[config.mk]
export PLATFORM = sky130hd
export DESIGN_NAME = uart_tx_frame_arbiter
export DESIGN_NICKNAME = d
export VERILOG_FILES = /design/src/rtl/uart_arb_pkg.sv /design/src/rtl/rr_arbiter.sv /design/src/rtl/uart_tx_frame_arbiter.sv
export SDC_FILE = /design/constraint.sdc
export NUM_CORES = 1
export LEC_CHECK = 0
export CORE_ASPECT_RATIO = 1.2
export CORE_MARGIN = 2
export CORE_UTILIZATION = 42
export CTS_CLUSTER_DIAMETER = 150
export DETAILED_ROUTE_END_ITERATION = 16
export PLACE_DENSITY_LB_ADDON = 0.08
export REMOVE_ABC_BUFFERS = 1
export SLEW_MARGIN = 20
export SYNTH_ARGS = -nofsm -noshare
export SYNTH_HDL_FRONTEND = slang
export SYNTH_SLANG_ARGS = --single-unit
[constraint.sdc]
create_clock -name sys_clk_i -period 2.9 [get_ports sys_clk_i]
set_input_delay 0.58 -clock sys_clk_i [delete_from_list [all_inputs] [get_ports sys_clk_i]]
set_output_delay 0.58 -clock sys_clk_i [all_outputs]
set_load 0.05 [all_outputs]
[src/rtl/uart_arb_pkg.sv]
// Shared types and constants for the framed UART transmit arbiter.
package uart_arb_pkg;

  // Default frame length width, matching the wrapper's length FIFO.
  localparam int LEN_W_DEF = 16;

  // Idle counter width; wide enough for the largest timeout (65535).
  localparam int TO_W = 16;

  typedef enum logic [2:0] {
    S_IDLE,
    S_START,
    S_XFER,
    S_END,
    S_GAP
  } arb_state_e;

endpackage

[src/rtl/rr_arbiter.sv]
// Combinational round-robin picker: first request at or after last+1, wrapping.
module rr_arbiter #(
  parameter int NUM_REQ = 4
) (
  input  logic [NUM_REQ-1:0]         req,
  input  logic [$clog2(NUM_REQ)-1:0] last,
  output logic [NUM_REQ-1:0]         grant
);

  localparam int IDX_W = $clog2(NUM_REQ);

  int idx;

  // Walk from the lowest priority slot to the highest so the nearest request wins.
  // NOTE: every variable written in this block gets a default first, so no latch is inferred.
  always_comb begin
    grant = '0;
    idx   = 0;
    for (int off = NUM_REQ; off >= 1; off--) begin
      idx = (int'(last) + off) % NUM_REQ;
      if (req[IDX_W'(idx)]) begin
        grant             = '0;
        grant[IDX_W'(idx)] = 1'b1;
      end
    end
  end

endmodule

[src/rtl/uart_tx_frame_arbiter.sv]
// Shares one framed UART transmit path between NUM_REQ requesters, one frame at a time.
module uart_tx_frame_arbiter
  import uart_arb_pkg::*;
#(
  parameter int NUM_REQ     = 4,
  parameter int LEN_W       = LEN_W_DEF,
  parameter int TIMEOUT_CYC = 65535
) (
  input  logic                     sys_clk_i,
  input  logic                     rst_n_i,
  input  logic [NUM_REQ-1:0]       req_i,
  input  logic [NUM_REQ*LEN_W-1:0] len_i,
  input  logic [NUM_REQ*8-1:0]     data_i,
  input  logic [NUM_REQ-1:0]       data_valid_i,
  output logic [NUM_REQ-1:0]       data_ready_o,
  output logic [NUM_REQ-1:0]       grant_o,
  output logic [NUM_REQ-1:0]       done_o,
  output logic                     timeout_o,
  output logic                     uart_tx_wren_start_o,
  output logic                     fifo_uart_tx_wren_o,
  output logic                     fifo_uart_tx_wren_r1_o,
  output logic [7:0]               fifo_uart_tx_data_o,
  output logic                     uart_tx_wren_end_o,
  input  logic                     fifo_uart_tx_prog_full_i
);

  localparam int IDX_W = $clog2(NUM_REQ);

  arb_state_e         state_q, state_d;
  logic [NUM_REQ-1:0] grant_q, arb_grant;
  logic [IDX_W-1:0]   gidx_q, last_q, arb_idx;
  logic [LEN_W-1:0]   remain_q;
  logic [TO_W-1:0]    idle_q;
  logic               to_flag_q;
  logic               wren_r1_q;
  logic [7:0]         data_q;
  logic               accept;
  logic               timeout_hit;

  logic [7:0]         data_a [NUM_REQ];
  logic [LEN_W-1:0]   len_a  [NUM_REQ];

  // Unpack the flat per-requester buses so the owner can be indexed directly.
  for (genvar k = 0; k < NUM_REQ; k++) begin : g_unpack
    assign data_a[k] = data_i[k*8 +: 8];
    assign len_a[k]  = len_i[k*LEN_W +: LEN_W];
  end

  rr_arbiter #(.NUM_REQ(NUM_REQ)) u_rr (
    .req   (req_i),
    .last  (last_q),
    .grant (arb_grant)
  );

  // Index of the picked requester, for selecting its length and data.
  always_comb begin
    arb_idx = '0;
    for (int k = 0; k < NUM_REQ; k++) begin
      if (arb_grant[k]) arb_idx = IDX_W'(k);
    end
  end

  // Ready is combinational from prog_full, so backpressure stops the byte this cycle.
  assign accept      = (state_q == S_XFER) && data_valid_i[gidx_q] && !fifo_uart_tx_prog_full_i;
  assign timeout_hit = (TIMEOUT_CYC != 0) && (state_q == S_XFER) && !accept
                       && (idle_q == TO_W'(TIMEOUT_CYC - 1));

  // State register.
  // NOTE: sequential state uses non-blocking assignments so every flop samples pre-edge values.
  always_ff @(posedge sys_clk_i or negedge rst_n_i) begin
    if (!rst_n_i) state_q <= S_IDLE;
    else          state_q <= state_d;
  end

  // Next-state decode and frame strobes.
  always_comb begin
    state_d              = state_q;
    uart_tx_wren_start_o = 1'b0;
    uart_tx_wren_end_o   = 1'b0;
    done_o               = '0;
    timeout_o            = 1'b0;
    data_ready_o         = '0;
    case (state_q)
      S_IDLE: if (|req_i) state_d = S_START;
      S_START: begin
        // A zero-length frame is skipped without touching the wrapper.
        if (remain_q == '0) begin
          state_d = S_GAP;
        end else begin
          uart_tx_wren_start_o = 1'b1;
          state_d              = S_XFER;
        end
      end
      S_XFER: begin
        data_ready_o[gidx_q] = !fifo_uart_tx_prog_full_i;
        if ((accept && remain_q == LEN_W'(1)) || timeout_hit) state_d = S_END;
      end
      S_END: begin
        uart_tx_wren_end_o = 1'b1;
        state_d            = S_GAP;
      end
      S_GAP: begin
        done_o    = grant_q;
        timeout_o = to_flag_q;
        state_d   = S_IDLE;
      end
      default: state_d = S_IDLE;
    endcase
  end

  // Frame bookkeeping: owner, remaining length, idle counter and the delayed write.
  always_ff @(posedge sys_clk_i or negedge rst_n_i) begin
    if (!rst_n_i) begin
      grant_q   <= '0;
      gidx_q    <= '0;
      last_q    <= IDX_W'(NUM_REQ - 1);
      remain_q  <= '0;
      idle_q    <= '0;
      to_flag_q <= 1'b0;
      wren_r1_q <= 1'b0;
      data_q    <= '0;
    end else begin
      wren_r1_q <= accept;
      if (accept) data_q <= data_a[gidx_q];
      case (state_q)
        S_IDLE: begin
          if (|req_i) begin
            grant_q   <= arb_grant;
            gidx_q    <= arb_idx;
            remain_q  <= len_a[arb_idx];
            idle_q    <= '0;
            to_flag_q <= 1'b0;
          end
        end
        S_XFER: begin
          if (accept) begin
            remain_q <= remain_q - 1'b1;
            idle_q   <= '0;
          end else begin
            if (idle_q != '1) idle_q <= idle_q + 1'b1;
            if (timeout_hit)  to_flag_q <= 1'b1;
          end
        end
        S_GAP: begin
          last_q  <= gidx_q;
          grant_q <= '0;
        end
        default: ;
      endcase
    end
  end

  assign grant_o                = grant_q;
  assign fifo_uart_tx_wren_o    = accept;
  assign fifo_uart_tx_wren_r1_o = wren_r1_q;
  assign fifo_uart_tx_data_o    = data_q;

endmodule

* Word-level counts from Yosys, hierarchy flattened *
Index checks and enable logic that the tools add are counted.
W data, S select, Z words.

operators by class
  equal/unequal tests = 13
  order comparisons = 12
  muxes and demuxes = 60
  add/subtract/negate cells = 6
  bitwise logic cells = 3
  reduce and logical (&&, ||, !) cells = 24

operators with widths
  operator                 number
  $mux W16                 7
  $pmux W16 S2             2
  $bmux W16 S2             1
  $mux W4                  7
  $mux W1                  22
  $add A16 B1 Y16 const B  1
  $bmux W8 S2              1
  $eq A16 B1 Y1 const B    1
  $eq A16 B16 Y1 const B   1
  $logic_not A16 Y1        1
  $lt A2 B4 Y1 const B     4
  $mux W8                  2
  $ne A16 B16 Y1 const B   1
  $sub A16 B1 Y16 const B  1
  $pmux W3 S4              1
  $bmux W1 S2              5
  $demux W1 S2             5
  $ge A2 B1 Y1 const B     5
  $logic_and A1 B1 Y1      10
  $mux W3                  3
  $ne A2 B2 Y1 const B     4
  $pmux W4 S2              1
  $eq A3 B2 Y1 const B     2
  $ge A3 B3 Y1 const B     2
  19 further kinds         28

storage, ports and cells
  input port bits = 107
  flip-flop bits (word level) = 53
  output and inout bits = 25
  logic and storage cells = 127

* Depth between registers and ports, before layout *
  depth in word-level cells = 18
  depth in mapped cells = 12
  mapped depth without buffers = 8

* By module *
From an unflattened synthesis, not the netlist that was laid out.

unflattened totals
  cells, all modules = 451
  area total of the unflattened synthesis = 4088.9 sq um

modules (own cells, without submodules)
  module                 area an instance (sq um)  cells each  times used  sequential area each (sq um)
  uart_tx_frame_arbiter  3694.8                    408         1           1328.8
  rr_arbiter             394.1                     43          1           0.0

* Worst setup path before layout *
Ideal clock, no wire load.

  path kind = reg-to-reg
  from = reg last_q[0]
  to = reg remain_q[14]
  required time = 2774 ps
  buffers on the path = 3
  period minus slack after synthesis = 3155 ps
  arrival = 3029 ps
  stages on the path, launching flop included = 11
  library setup time = 126 ps
  setup slack = -255 ps
  cell sequence = dfstp_2 buf_6 inv_1 ha_1 buf_2 mux4_2 nor2b_1 a311oi_4 buf_6 mux2_2 a221o_1

on the way
  word-level cells in the longest chain between the ends = 18
  elaborated cells on any way between the ends = 49
  those cells by class = 4 x add/sub; 8 x order compare; 32 x mux; 1 x bitwise; 4 x reduce/logical

RTL lines
  item                                                                RTL line                      source
  start: declaration                                                  uart_tx_frame_arbiter.sv:31   logic [IDX_W-1:0] gidx_q, last_q, arb_idx;
  start signal: assignment                                            uart_tx_frame_arbiter.sv:116  last_q <= IDX_W'(NUM_REQ - 1);
  start signal: assignment                                            uart_tx_frame_arbiter.sv:145  last_q <= gidx_q;
  $add A2 B1 Y2                                                       rr_arbiter.sv:20              idx = (int'(last) + off) % NUM_REQ;
  $lt A2 B4 Y1 (not written as such) or $ge A2 B1 Y1 (tied branches)  rr_arbiter.sv:23              grant[IDX_W'(idx)] = 1'b1;
  $logic_and A1 B1 Y1 (not written as such)                           rr_arbiter.sv:23
  $mux W1 (not written as such)                                       rr_arbiter.sv:23
  $demux W1 S2                                                        n/a
  $mux W4 (3 in series)                                               rr_arbiter.sv:21              if (req[IDX_W'(idx)]) begin
  $mux W4 *                                                           rr_arbiter.sv:21
  $mux W1                                                             uart_tx_frame_arbiter.sv:59   if (arb_grant[k]) arb_idx = IDX_W'(k);
  $mux W2                                                             uart_tx_frame_arbiter.sv:59
  $mux W2 *                                                           uart_tx_frame_arbiter.sv:59
  $not A2 Y3 (not written as such) *                                  uart_tx_frame_arbiter.sv:130  remain_q <= len_a[arb_idx];
  $bmux W16 S2 *                                                      uart_tx_frame_arbiter.sv:130
  $mux W16 (not written as such) * (2 in series)                      uart_tx_frame_arbiter.sv:130
  $mux W16 *                                                          uart_tx_frame_arbiter.sv:127  if (|req_i) begin
  $pmux W16 S2 *                                                      uart_tx_frame_arbiter.sv:125  case (state_q)
  end signal: assignment                                              uart_tx_frame_arbiter.sv:130
  end signal: assignment                                              uart_tx_frame_arbiter.sv:137  remain_q <= remain_q - 1'b1;
  end: declaration                                                    uart_tx_frame_arbiter.sv:32   logic [LEN_W-1:0] remain_q;

Mark *: on every way between the ends. The rest lies on a longest branch, timed or not. The select of a mux whose other input is x is not followed.
A chain may end at the register's enable or synchronous reset.

* Worst setup path in the final report *
  from = reg last_q[1]
  to = reg remain_q[12]

Same word-level chain as after synthesis.

==> results.md <==
- Outcome: complete, no violations
- Initial antenna violation count: 0
- Number of max-cap violations: 0
- Io pins: between 100 and 150
- Worst Setup Start Kind: register
- Synth top area share: a little under a third
- Die H: ~110 µm
- Post-layout min period: between 2000 and 3000 ps
- Vias in the first global route: around 4,100
- Vias post-DR: roughly 4,200
- Layout area overhead: 51.18%
- Core Area: ~9400 µm²
- Reg2reg start: last_q[1]
- Crit Path Max Fanout: 14
- RSZ-0062 raised after global routing: true
- Fill cell count: 797
- Yosys cell types: 71
- Slowest CP cell: mux4_2
- Hold Path Class: primary input to asynchronous set/reset pin
- Max-slew violation count: 0
- DRT Pass-1 Iters: 5
- Antenna diodes: 0
- Worst EP required: roughly 3100 ps
- Final design area excluding fillers: between 6000 and 7000 µm²
- Most numerous cell in the Yosys netlist: nand2_1
- CTS Sinks: 53
- Total CTS buffers: 5
- Final Util: 64.51%
- GR Util All Layers: 23.27%
- Clock-pin transition on the worst setup and hold timing paths: approximately 70 ps
- Leading cell types by count after synthesis: 60 x nand2_1, 51 x dfrtp_1, 46 x nor2_1
- Worst path max stage delay: between 500 and 600 ps
- Worst path cell trace: inv_1, ha_4, mux4_2, nor3b_1, a311oi_4, buf_12, buf_4, and2b_1, a211oi_2, o41ai_2
- CP Buf/Inv Count: 3
- Skew-Pair Late Insertion Delay: roughly 300 ps
- Worst-margin pin slew: approximately 650 ps
- Crit path max-delay family: multiplexers
- Ys async rst share: between 90% and 100%
- Post-synth EDFFs: 0
- Via density per instance: approximately 5.6
- Die ar.: around 10,000 µm²
- Largest net degree at the start of global routing: 30
- Net count, final: about 740
- Final worst path period share: a little over nine tenths
- Final number of hold-violating endpoints: 0
- LEAKAGE: 2.555 nW
- P per Cell Area: roughly 1000 nW/µm²
- Max frequency: between 300 and 400 MHz
- Crit path DAT: ~3000 ps
- FP Rows: 39
- Max H-tree Level: 2
- Sequential fraction of the synthesis area: about a third
- Hold_buf cts: 0
- Final setup viols: 0
- Die W: 93.30 µm
- I/O Buffers: 131
- Top_reg_cell synth: dfrtp_1
- Mapped Cells: around 450
- Root buffer cell: clkbuf_16
- CTS tree: built
- Mapped cell area: between 4000 and 5000 µm²
- DR DRC count: 0
- Reg2Reg Depth: 10
- Wire per inst: 16.10 µm
- Crit path kind: register to register
- FF+latch count, synth: 53
- Mapped Avg Cell Area: between 8 and 9 µm²
- Crit end category: register
- Grt ovf: 0
- RD Place Congestion: approximately 0.9
- Synth top area cells: dfrtp_1 32%, mux4_2 7.3%, nand2_1 5.6%
- Yosys top cell by area: dfrtp_1
- Fraction of layout cells with a size suffix above 1: between 15 and 20%
- 1st-iter DRT viols: ~280
- CTS Buffer Depth: 2
- First-pass GRT wire length: between 15 and 20 mm
- Detailed placement HPWL: between 9 and 10 mm
- Synth warn: 0
- Starting Density: between 40% and 50%
- FF-to-FF End: remain_q[12]
- VDD IR-drop max: around 0.00063 V
- Routed WL: roughly 12 mm
- Placement Cell Area: between 5000 and 6000 µm²
- Reg2Reg Setup Slack: 60 ps
- Post-DRT Antenna Nets: 0
- Clock Skews: around 5.3 ps
- Relative slew margins: around 57%
-- sequential cells by signal, summed over array words and instances (netlist names) --
register,count
fifo_uart_tx_data_o,8
fifo_uart_tx_wren_r1_o,1
gidx_q,2
grant_o,4
idle_q,16
last_q,2
remain_q,16
state_q,3
to_flag_q,1
-- worst max-delay path by stage --
stage,depth (start not counted),to,slack (ps),startpoint
5_1_grt,8,remain_q[5],-30,last_q[1]
4_1_cts,6,uart_tx_wren_start_o,10,remain_q[9]
3_3_place_gp,7,remain_q[14],-130,req_i[1]
6_report,10,remain_q[12],60,last_q[1]
3_5_place_dp,7,remain_q[14],-190,req_i[1]
2_1_floorplan,7,remain_q[14],-640,last_q[0]
-- cell usage in the layout, fill, tap and decap left out, types with 4 or more instances in the layout --
cell type        netlist  routed
nor2b_1                5       4
a221oi_1               4       4
nand2_1               60      60
a21oi_1               17      17
buf_4                  0      53
clkbuf_16              0       5
or3_1                  4       4
ha_1                  11      10
nand4_1                7       7
a211oi_1               5       4
mux2i_1               13      13
a31oi_1                4       4
a21o_1                 4       4
dfrtp_1               51      51
buf_12                 0       8
clkdlybuf4s50_1        0     124
o31ai_1                6       6
nand3_1               21      21
nor3_1                16      16
inv_1                 17      17
o21bai_1               4       4
mux4_2                13      13
nor2_1                46      46
o221ai_1               6       6
nor4_1                 5       5
o21ai_0               26      26
and3_1                13      13
-- worst register-to-register path: cells and delay by family, from the launching register on --
kind / cells / cell delay (ps)
and+or+nand+nor: 2 / 540
AOI/OAI and AO/OA: 3 / 420
muxes: 1 / 550
DFF: 1 / 530
buffers and inverters: 3 / 400
adders and majority gates: 1 / 300
-- what timing repair did --
item | in CTS | in global routing
hold endpoints to repair | 0 | 0
gates cloned | 0 | 0
pin swaps | 0 | 0
setup endpoints to repair | 3 | 7
setup buffers | 0 | 1
resized for setup | 1 | 3
-- report_power, final --
| part | leakage [nW] | internal [mW] | switching, mW | total [mW] |
|---|---|---|---|---|
| clock network | 0.0938 | 0.493 | 0.276 | 0.770 |
| registers | 0.671 | 0.998 | 0.246 | 1.24 |
| logic | 1.79 | 2.07 | 2.28 | 4.35 |
-- layout make-up --
cell class	instances	area, µm²	share of cell area, %
clock buffer	5	125.1	2.059
clock inverter	3	65.06	1.071
inverter	17	63.81	1.050
multi-input combinational	362	2535	41.72
sequential	53	1329	21.87
tap	123	153.9	2.533
timing repair buffer	186	1804	29.70
-- logic make-up after synthesis --
group | after synthesis | share of synthesized area, %
AND/OR/NAND/NOR | 209 | 26.31
XOR/XNOR | 3 | 0.6539
AO/OA/AOI/OAI | 110 | 20.67
multiplexers | 29 | 11.36
flip-flops | 53 | 33.06
buffers and inverters | 39 | 4.514
adder cells (fa/ha/maj) | 11 | 3.425
-- routing by layer --
layer,global-route usage (%),wire length (µm),vias to the layer above
li1,-,-,2025
met1,30.37,5128,2034
met3,2.447,447,14
met2,40.77,6272,123
met4,5.882,212,0
met5,0,0,-
-- stage by stage --
step	hold slack (ps)	std cells	setup WS, ps	total power, mW	setup TNS (ps)
floorplan	284.4	432	-637.5	3.788	-7384
global placement	458.1	740	-134.4	5.457	-1490
detailed placement	467.7	740	-194.8	5.520	-2720
CTS	336.9	748	14.75	6.330	0
global route	349.7	749	-34.13	6.801	-111.5
finish	305.8	749	64.07	6.365	0
(Power assumes the default switching activity.)
